$ cat config.mk
export PLATFORM = sky130hd
export DESIGN_NAME = cpu_divider
export DESIGN_NICKNAME = d
export VERILOG_FILES = /design/src/rtl/cpu_divider.sv
export SDC_FILE = /design/constraint.sdc
export NUM_CORES = 1
export LEC_CHECK = 0
export CAP_MARGIN = 10
export CELL_PAD_IN_SITES_DETAIL_PLACEMENT = 0
export CELL_PAD_IN_SITES_GLOBAL_PLACEMENT = 1
export CORE_UTILIZATION = 46
export CTS_CLUSTER_DIAMETER = 200
export DETAILED_ROUTE_END_ITERATION = 12
export PLACE_DENSITY_LB_ADDON = 0.05
export SKIP_LAST_GASP = 1
export SYNTH_ARGS = -nofsm -noshare
export SYNTH_HDL_FRONTEND = slang
export SYNTH_SLANG_ARGS = --single-unit
$ cat constraint.sdc
create_clock -name clk -period 8.6 [get_ports clk]
set_input_delay 1.72 -clock clk [delete_from_list [all_inputs] [get_ports clk]]
set_output_delay 1.72 -clock clk [all_outputs]
set_load 0.02 [all_outputs]
$ cat src/rtl/cpu_divider.sv
// Multi-cycle radix-2 restoring integer divider with valid/ready handshakes.
// Works on operand magnitudes and fixes the signs afterwards. Produces one quotient bit per cycle.

module cpu_divider #(
  parameter int WIDTH = 32,
  parameter int CNT_W = $clog2(WIDTH)
) (
  input  logic             clk,
  input  logic             rst,
  input  logic             in_valid,
  output logic             in_ready,
  input  logic             in_signed,
  input  logic [WIDTH-1:0] in_a,
  input  logic [WIDTH-1:0] in_b,
  output logic             out_valid,
  input  logic             out_ready,
  output logic [WIDTH-1:0] out_quot,
  output logic [WIDTH-1:0] out_rem,
  output logic [3:0]       out_flags
);

  // state | meaning
  // IDLE  | waiting for a request, in_ready high
  // PREP  | divide-by-zero check, operand magnitudes, result signs
  // ITER  | one restoring step per cycle, WIDTH steps
  // FIX   | sign fix-up, results and flags registered
  // DONE  | result held until out_ready

  typedef enum logic [2:0] {IDLE, PREP, ITER, FIX, DONE} state_e;

  // Bit positions of out_flags, same order as the pkg_cpu flag enum
  typedef enum logic [1:0] {FlagZ, FlagC, FlagV, FlagN} flag_e;

  localparam logic [CNT_W-1:0] LAST_STEP = CNT_W'(WIDTH - 1);

  state_e           state, state_nxt;
  logic [WIDTH-1:0] a_q, b_q;
  logic             signed_q;
  logic [WIDTH-1:0] prem_q, shift_q, dvs_q;
  logic             quot_neg_q, rem_neg_q;
  logic [CNT_W-1:0] cnt_q;

  logic             sign_a, sign_b, div_zero, last_step, ovf;
  logic [WIDTH-1:0] mag_a, mag_b, quot_fix, rem_fix;
  logic [WIDTH:0]   trial;
  logic [3:0]       flags_fix, flags_dz;

  assign in_ready  = (state == IDLE) & ~rst;
  assign out_valid = (state == DONE);

  assign sign_a    = signed_q & a_q[WIDTH-1];
  assign sign_b    = signed_q & b_q[WIDTH-1];
  assign mag_a     = sign_a ? -a_q : a_q;
  assign mag_b     = sign_b ? -b_q : b_q;
  assign div_zero  = (b_q == '0);
  assign last_step = (cnt_q == LAST_STEP);
  assign ovf       = signed_q & (a_q == {1'b1, {(WIDTH-1){1'b0}}}) & (b_q == '1);

  // One extra bit keeps the carry of the unsigned trial subtraction.
  assign trial    = {prem_q, shift_q[WIDTH-1]} - {1'b0, dvs_q};
  assign quot_fix = quot_neg_q ? -shift_q : shift_q;
  assign rem_fix  = rem_neg_q ? -prem_q : prem_q;

  always_comb begin
    flags_fix        = '0;
    flags_fix[FlagZ] = (quot_fix == '0);
    flags_fix[FlagV] = ovf;
    flags_fix[FlagN] = quot_fix[WIDTH-1];
  end

  always_comb begin
    flags_dz        = '0;
    flags_dz[FlagC] = 1'b1;
    flags_dz[FlagN] = 1'b1;
  end

  always_ff @(posedge clk) begin
    if (rst) state <= IDLE;
    else     state <= state_nxt;
  end

  always_comb begin
    state_nxt = state;
    case (state)
      IDLE:    if (in_valid) state_nxt = PREP;
      PREP:    state_nxt = div_zero ? DONE : ITER;
      ITER:    if (last_step) state_nxt = FIX;
      FIX:     state_nxt = DONE;
      DONE:    if (out_ready) state_nxt = IDLE;
      default: state_nxt = IDLE;
    endcase
  end

  always_ff @(posedge clk) begin
    if (rst) begin
      a_q        <= '0;
      b_q        <= '0;
      signed_q   <= 1'b0;
      prem_q     <= '0;
      shift_q    <= '0;
      dvs_q      <= '0;
      quot_neg_q <= 1'b0;
      rem_neg_q  <= 1'b0;
      cnt_q      <= '0;
      out_quot   <= '0;
      out_rem    <= '0;
      out_flags  <= '0;
    end else begin
      case (state)
        IDLE: begin
          if (in_valid) begin
            a_q      <= in_a;
            b_q      <= in_b;
            signed_q <= in_signed;
          end
        end
        PREP: begin
          if (div_zero) begin
            out_quot  <= '1;
            out_rem   <= a_q;
            out_flags <= flags_dz;
          end else begin
            prem_q     <= '0;
            shift_q    <= mag_a;
            dvs_q      <= mag_b;
            quot_neg_q <= sign_a ^ sign_b;
            rem_neg_q  <= sign_a;
            cnt_q      <= '0;
          end
        end
        ITER: begin
          // Dividend bits leave at the top while quotient bits enter at the bottom.
          if (!trial[WIDTH]) prem_q <= trial[WIDTH-1:0];
          else               prem_q <= {prem_q[WIDTH-2:0], shift_q[WIDTH-1]};
          shift_q <= {shift_q[WIDTH-2:0], ~trial[WIDTH]};
          cnt_q   <= cnt_q + CNT_W'(1);
        end
        FIX: begin
          out_quot  <= quot_fix;
          out_rem   <= rem_fix;
          out_flags <= flags_fix;
        end
        default: ;
      endcase
    end
  end

endmodule

==> results of run 1 <==
==> registers in the layout, indices dropped and copies added, names as in the netlist <==
name,cells
out_rem,32
dvs_q,32
shift_q,32
b_q,32
out_quot,32
out_flags,3
prem_q,32
cnt_q,5
signed_q,1
a_q,32
quot_neg_q,1
rem_neg_q,1
state,3
==> through the flow <==
stage / worst slack, ns / hold slack (ns)
floorplan: 4.14 / 0.432
global placement: 3.98 / 0.441
detailed placement: 4.00 / 0.450
CTS: 3.99 / 0.459
global route: 3.93 / 0.476
finish: 4.03 / 0.455
==> worst reg2reg max path, cell delays in order (launching register included) <==
cell and delay (ns):
dfxtp_1 0.31, inv_1 0.12, ha_1 0.26, fa_1 0.38
nand2b_1 0.19, a21oi_1 0.29, o21ai_1 0.26, a2111oi_4 0.48
o21ai_1 0.18, a31oi_4 0.28, xor2_4 0.16, buf_4 0.47
mux2i_1 0.27, o21ai_0 0.11
==> how the worst max path moves through the flow <==
stage          from  endpoint  slack [ns]  cells after the start
6_report        rst  in_ready        4.03                      3
5_1_grt         rst  in_ready        3.93                      3
4_1_cts         rst  in_ready        3.99                      3
3_5_place_dp    rst  in_ready        4.00                      3
3_3_place_gp    rst  in_ready        3.98                      3
2_1_floorplan   rst  in_ready        4.14                      3
==> cells in the final DEF, fill, tap and decap left out, types with 17 or more instances in the layout <==
cell             count
a211oi_1            44
a21oi_1            144
a221oi_1            52
clkbuf_16           29
clkdlybuf4s50_1    137
dfxtp_1            238
ha_1                39
inv_1               52
mux2i_1             32
nand2_1            257
nand3_1             26
nand4_1             21
nor2_1             197
nor3_1              49
nor4_1              17
o21ai_0             56
o31ai_1             27
xnor2_1             76
xor2_1              69
==> final cells by class <==
cell class	instances	share of cell area
Clock buffer	37	0.0497
Clock inverter	14	0.0103
Inverter	52	0.0120
Multi-Input combinational cell	1334	0.511
Sequential cell	238	0.294
Tap cell	390	0.0301
Timing Repair Buffer	154	0.0927
==> logic make-up after synthesis <==
kind of cell | after synthesis | share of synthesized area
AOI/OAI and AO/OA | 450 | 0.221
adders and majority gates | 40 | 0.0368
and+or+nand+nor | 666 | 0.223
DFF | 238 | 0.346
buffers and inverters | 188 | 0.0561
xor gates and xnor gates | 146 | 0.0941
muxes | 32 | 0.0232
==> layer usage <==
layer / vias up / track usage / part of all wire
li1: 6349 / - / -
met1: 6106 / 0.344 / 0.45
met2: 295 / 0.454 / 0.48
met3: 61 / 0.0272 / 0.039
met4: 0 / 0.0848 / 0.031
met5: - / 0 / 0
==> power by group through the flow <==
stage | registers (mW) | clock network (mW) | logic (mW)
6_report | 1.28 | 1.24 | 1.43
4_1_cts | 1.28 | 1.26 | 1.43
5_1_grt | 1.29 | 1.31 | 1.57
3_3_place_gp | 1.30 | 0 | 1.41
2_1_floorplan | 1.26 | 0 | 1.15
3_5_place_dp | 1.30 | 0 | 1.42
==> qor.csv, run 1 <==
stage,metric,value,unit
clock_tree,clk root buf,clkbuf_16,
sta,period utilisation layout,0.531,
synthesis,Commonest cells post-synth,"nand2_1, dfxtp_1, nor2_1",
sta,Max Clk Rate,219,MHz
worst_setup_path,worst r2r dst,prem_q[5],
cells_and_area,fin cells,2219,
run,Max Cap Violations,0,
power_and_ir_drop,part of the power in the clock network,0.313,
cells_and_area,footprint of the multi-input gates,0.00829,mm^2
worst_setup_path,crit-path cells,"buf_6, nor4_1, clkdlybuf4s50_1",
cells_and_area,# diodes,0,
global_route,first-pass GRT wire length,65200,um
placed_design,Buffers on Ports,138,
clock_tree,Clock Latency Late Sink,0.54,ns
global_route,largest net degree at the start of global routing,94,
clock_tree,total CTS buffers,28,
clock_tree,CTS Hold Buffers Added,0,
synthesis,Post-Synthesis Cells,1760,
worst_setup_path,CP top delay family,buffers and inverters,
power_and_ir_drop,Total Power Consumption,3.95,mW
cells_and_area,register area,0.00476,mm^2
sta,endpoints failing hold,0,
placed_design,GPL Wtd Cong,0.862,
cells_and_area,Syn-to-layout area delta,17.6,%
worst_setup_path,CP Buf/Inv Count,2,
placed_design,HPWL Detailed,29700,um
clock_tree,TritonCTS clock tree,yes,
worst_setup_path,CP max FO,83,
clock_tree,Post-CTS Setup Bufs,0,
floorplan,FP Rows,63,
global_route,initial antenna violation count,0,
min_path,WHS Path Cells,2,
drt,vias,12800,
min_path,worst hold path startpoint,out_flags[1],
sta,Post-Route Skew,0.00730,ns
drt,DRT Wirelength,41000,um
min_path,WHS Endpoint,out_flags[1],
worst_setup_path,slowest CP cell,clkdlybuf4s50_1,
floorplan,DIE WIDTH,175,um
drt,Initial DRC Count,943,
worst_setup_path,Worst setup SP type,input port,
drt,WL/cell,18.5,um
cells_and_area,share of cells above drive strength 1,0.0596,
drt,# DRC,0,
floorplan,Initial Utilization,0.466,
drt,drt first pass iters,5,
synthesis,Post-synth EDFFs,0,
power_and_ir_drop,sequential share of power,0.324,
clock_tree,clock slew at reported path FFs,0.06,ns
sta,Worst slew margin,0.300,
synthesis,top_reg_cell synth,dfxtp_1,
worst_setup_path,"Arr. time, crit path",2.85,ns
synthesis,yosys warns,0,
floorplan,Core ar.,0.0296,mm^2
power_and_ir_drop,maximum VDD drop,0.197,mV
clock_tree,H-Tree Level Count,1,
power_and_ir_drop,P per Cell Area,244,mW/mm^2
power_and_ir_drop,switch share,0.360,
power_and_ir_drop,leakage dissipation,6.03,nW
drt,vias per inst,5.77,
clock_tree,Sink Count,238,
cells_and_area,Layout fillers,2933,
synthesis,share of the synthesized area in the top cell type,0.346,
cells_and_area,Util after Layout,0.549,
drt,Antenna Nets Post-Route,0,
worst_setup_path,R2R setup slack,4.72,ns
cells_and_area,Final nets,1917,
worst_setup_path,WS Path Type,in2out,
power_and_ir_drop,Int Pwr,2.53,mW
synthesis,"top cells by area, synth","dfxtp_1, nand2_1, nor2_1",
floorplan,num ports,139,
synthesis,Mapped Area,0.0138,mm^2
synthesis,"count leader, synth",nand2_1,
sta,setup TNS,0,ns
worst_setup_path,worst r2r path cells,13,
sta,Slew Limit Fails,0,
global_route,number of global-route vias before repair,11800,
clock_tree,post_cts resized,0,
outcome,outcome,"complete, no violations",
clock_tree,clock buffer depth,3,
synthesis,post-synth cell types,77,
synthesis,register area share after synthesis,0.346,
synthesis,syn avg cell area,7.83,um^2
synthesis,Synth area leader,dfxtp_1,
min_path,Min-Delay Path Class,reg2reg,
worst_setup_path,origin of the critical flop-to-flop path,shift_q[31],
floorplan,DIE AREA,0.0307,mm^2
cells_and_area,finished layout cell area,0.0162,mm^2
worst_setup_path,CP max stage delay,0.65,ns
global_route,total grt overflow,0,
synthesis,Async SR Flop Fraction,0,
synthesis,Post-Syn Nets,1869,
synthesis,Yosys reg bits,238,
power_and_ir_drop,switching power,1.42,mW
power_and_ir_drop,combinational group share of total power,0.362,
worst_setup_path,Crit. End Element,output port,
worst_setup_path,Critical Path RT,6.88,ns
placed_design,Inst Count DP,2168,
sta,RSZ-0062 raised after global routing,no,
sta,Final min period,4.57,ns
sta,Setup-failing EPs final,0,
global_route,All-Layer GR Usage,0.264,
sta,Worst Max-Slew Pin Slew,1.05,ns
placed_design,Placed Area,0.0152,mm^2
floorplan,Die Y,175,um
No activity file was read; power rests on OpenSTA's default activity.
==> inputs of run 2 (changes only) <==
--- a/config.mk
+++ b/config.mk
@@ -8,7 +8,7 @@
 export CAP_MARGIN = 10
 export CELL_PAD_IN_SITES_DETAIL_PLACEMENT = 0
 export CELL_PAD_IN_SITES_GLOBAL_PLACEMENT = 1
-export CORE_UTILIZATION = 46
+export CORE_UTILIZATION = 43
 export CTS_CLUSTER_DIAMETER = 200
 export DETAILED_ROUTE_END_ITERATION = 12
 export PLACE_DENSITY_LB_ADDON = 0.05
==> constraint.sdc (replaced) <==
create_clock -name clk -period 4.45 [get_ports clk]
set_input_delay 0.89 -clock clk [delete_from_list [all_inputs] [get_ports clk]]
set_output_delay 0.89 -clock clk [all_outputs]
set_load 0.02 [all_outputs]
==> run 2 against run 1 <==
Effect of this change:
- wire length is 1.6% higher
- cell count grew 0.81%
- combinational power up 98%
- largest power group unchanged
- worst setup slack lost 3.2 ns
- hold slack is essentially flat
- sequential power is 93% higher
- flip-flop and latch count stayed put
- sequential share of layout area shrank 0.21 points
- via count decreased by 0.92%
- die area up 6.9%
==> qor.csv, run 2 (same netlist as run 1, synthesis figures left out) <==
stage,metric,value,unit,change
sta,setup TNS,0,ns,unchanged
placed_design,GPL Wtd Cong,0.883,,was 0.862
clock_tree,Post-CTS Setup Bufs,0,,unchanged
sta,Post-Route Skew,0.0186,ns,was 0.00730 ns
drt,WL/cell,18.6,um,was 18.5 um
global_route,All-Layer GR Usage,0.250,,was 0.264
worst_setup_path,WS Path Type,reg2reg,,was in2out
global_route,number of global-route vias before repair,11900,,was 11.8k
clock_tree,clock buffer depth,3,,unchanged
sta,Max Clk Rate,279,MHz,
cells_and_area,"most common cell after layout, fill and taps aside",nand2_1,,unchanged
clock_tree,Clock Latency Late Sink,0.55,ns,was 0.54 ns
sta,Worst slew margin,0.204,,was 0.300
clock_tree,CTS Hold Buffers Added,0,,unchanged
cells_and_area,fin cells,2237,,was 2219
floorplan,FP Rows,65,,was 63
worst_setup_path,CP Buf/Inv Count,2,,unchanged
power_and_ir_drop,leakage dissipation,6.11,nW,was 6.03 nW
worst_setup_path,crit-path cells,"inv_1, ha_1, fa_1, nand2b_1, a21oi_1, o21ai_1, a2111oi_4, o21ai_1, a31oi_4, xor2_4, buf_12, mux2i_1, o21ai_0",,"was buf_6, nor4_1, clkdlybuf4s50_1"
worst_setup_path,slowest CP cell,a2111oi_4,,was clkdlybuf4s50_1
sta,period utilisation layout,0.805,,
sta,final setup margin,0.866,ns,was 4.03 ns
run,Max Cap Violations,0,,unchanged
min_path,Min-Delay Path Class,reg2reg,,unchanged
worst_setup_path,"Arr. time, crit path",4.00,ns,was 2.85 ns
clock_tree,TritonCTS clock tree,yes,,unchanged
clock_tree,clk root buf,clkbuf_16,,unchanged
drt,# DRC,0,,unchanged
cells_and_area,Final nets,1922,,was 1917
placed_design,Buffers on Ports,138,,unchanged
placed_design,Inst Count DP,2185,,was 2168
worst_setup_path,CP most frequent cell,o21ai_1,,
worst_setup_path,Critical Path RT,4.86,ns,was 6.88 ns
worst_setup_path,CP max stage delay,0.49,ns,was 0.65 ns
clock_tree,clock slew at reported path FFs,0.06,ns,about the same
cells_and_area,# diodes,0,,unchanged
clock_tree,Sink Count,238,,unchanged
cells_and_area,share of cells above drive strength 1,0.0610,,was 0.0596
floorplan,DIE AREA,0.0328,mm^2,was 0.0307 mm^2
floorplan,Initial Utilization,0.437,,was 0.466
floorplan,DIE WIDTH,181,um,was 175 um
sta,Setup-failing EPs final,0,,unchanged
drt,Antenna Nets Post-Route,0,,unchanged
floorplan,Die Y,181,um,was 175 um
drt,drt first pass iters,6,,was 5
power_and_ir_drop,Total Power Consumption,7.81,mW,was 3.95 mW
power_and_ir_drop,P per Cell Area,478,mW/mm^2,was 244 mW/mm^2
global_route,initial antenna violation count,0,,unchanged
floorplan,num ports,139,,unchanged
cells_and_area,Layout fillers,3130,,was 2933
worst_setup_path,CP max FO,36,,was 83
worst_setup_path,Crit. End Element,register,,was output port
global_route,total grt overflow,0,,unchanged
drt,vias,12700,,was 12.8k
global_route,first-pass GRT wire length,66400,um,was 65200 um
drt,Initial DRC Count,763,,was 943
drt,DRT Wirelength,41700,um,was 41000 um
sta,Final min period,3.58,ns,
floorplan,Core ar.,0.0316,mm^2,was 0.0296 mm^2
clock_tree,total CTS buffers,28,,unchanged
clock_tree,post_cts resized,0,,unchanged
global_route,largest net degree at the start of global routing,91,,was 94
placed_design,HPWL Detailed,30500,um,was 29700 um
outcome,outcome,"complete, no violations",,unchanged
sta,endpoints failing hold,0,,unchanged
sta,Worst Max-Slew Pin Slew,1.18,ns,was 1.05 ns
placed_design,worst slack at placement,0.888,ns,was 4.00 ns
worst_setup_path,Worst setup SP type,register,,was input port
drt,vias per inst,5.67,,was 5.77
sta,RSZ-0062 raised after global routing,no,,unchanged
clock_tree,H-Tree Level Count,1,,unchanged
cells_and_area,Syn-to-layout area delta,18.5,%,was 17.6%
power_and_ir_drop,maximum VDD drop,0.509,mV,was 0.197 mV
worst_setup_path,CP top delay family,compound AO/OA/AOI/OAI gates,,was buffers and inverters
sta,Slew Limit Fails,0,,unchanged
sta,Worst Hold Margin,0.454,ns,was 0.455 ns
cells_and_area,most frequent cells in the layout,"nand2_1, dfxtp_1, nor2_1, a21oi_1, clkdlybuf4s50_1",,unchanged
## run 2: cell types whose count changed in the layout (fill, tap and decap cells not counted), sizes merged
cell      change
clkinv        +4
clkinvlp      -7
bufinv        +3
clkbuf        +1
buf           +5
## run 2: final timing paths
path	startpoint	end	slack (ns)	cells past startpoint
worst max register to register	shift_q[31]	prem_q[12]	0.87	13
worst max-delay path	shift_q[31]	prem_q[12]	0.87	13
worst min-delay path	out_flags[1]	out_flags[1]	0.45	2
worst min register to register	out_flags[1]	out_flags[1]	0.45	2
## run 2: through the flow
step,util,area [um^2]
6_report,0.518,16300
4_1_cts,0.518,16300
3_5_place_dp,0.485,15300
5_1_grt,0.518,16300
3_3_place_gp,0.485,15300
2_1_floorplan,-,13800
## run 2: tightest hold or removal path, stage by stage, from the launching register on
cell	delay (ns)
dfxtp_1	0.31
nand2_1	0.05
a21oi_1	0.05
## run 2: where the power goes
| group | switching (mW) | internal [mW] | total [mW] |
|---|---|---|---|
| clock network | 0.925 | 1.59 | 2.51 |
| registers | 0.206 | 2.27 | 2.47 |
| logic | 1.61 | 1.22 | 2.83 |
## run 2: cell type report
type | count | area [um^2] | share of cell area
clock inverter | 14 | 224 | 0.0137
clock buffer | 38 | 790 | 0.0483
timing repair buffer | 159 | 1570 | 0.0958
inverter | 52 | 195 | 0.0120
sequential | 238 | 4760 | 0.292
tap | 402 | 503 | 0.0308
multi-input combinational | 1334 | 8290 | 0.508
## run 2: layer usage
| metal | track usage | wire (um) | share of wire |
|---|---|---|---|
| met1 | 0.331 | 19200 | 0.46 |
| met2 | 0.432 | 20100 | 0.48 |
| met3 | 0.0238 | 1280 | 0.031 |
| met4 | 0.0705 | 1090 | 0.026 |
| met5 | 0 | 0 | 0 |
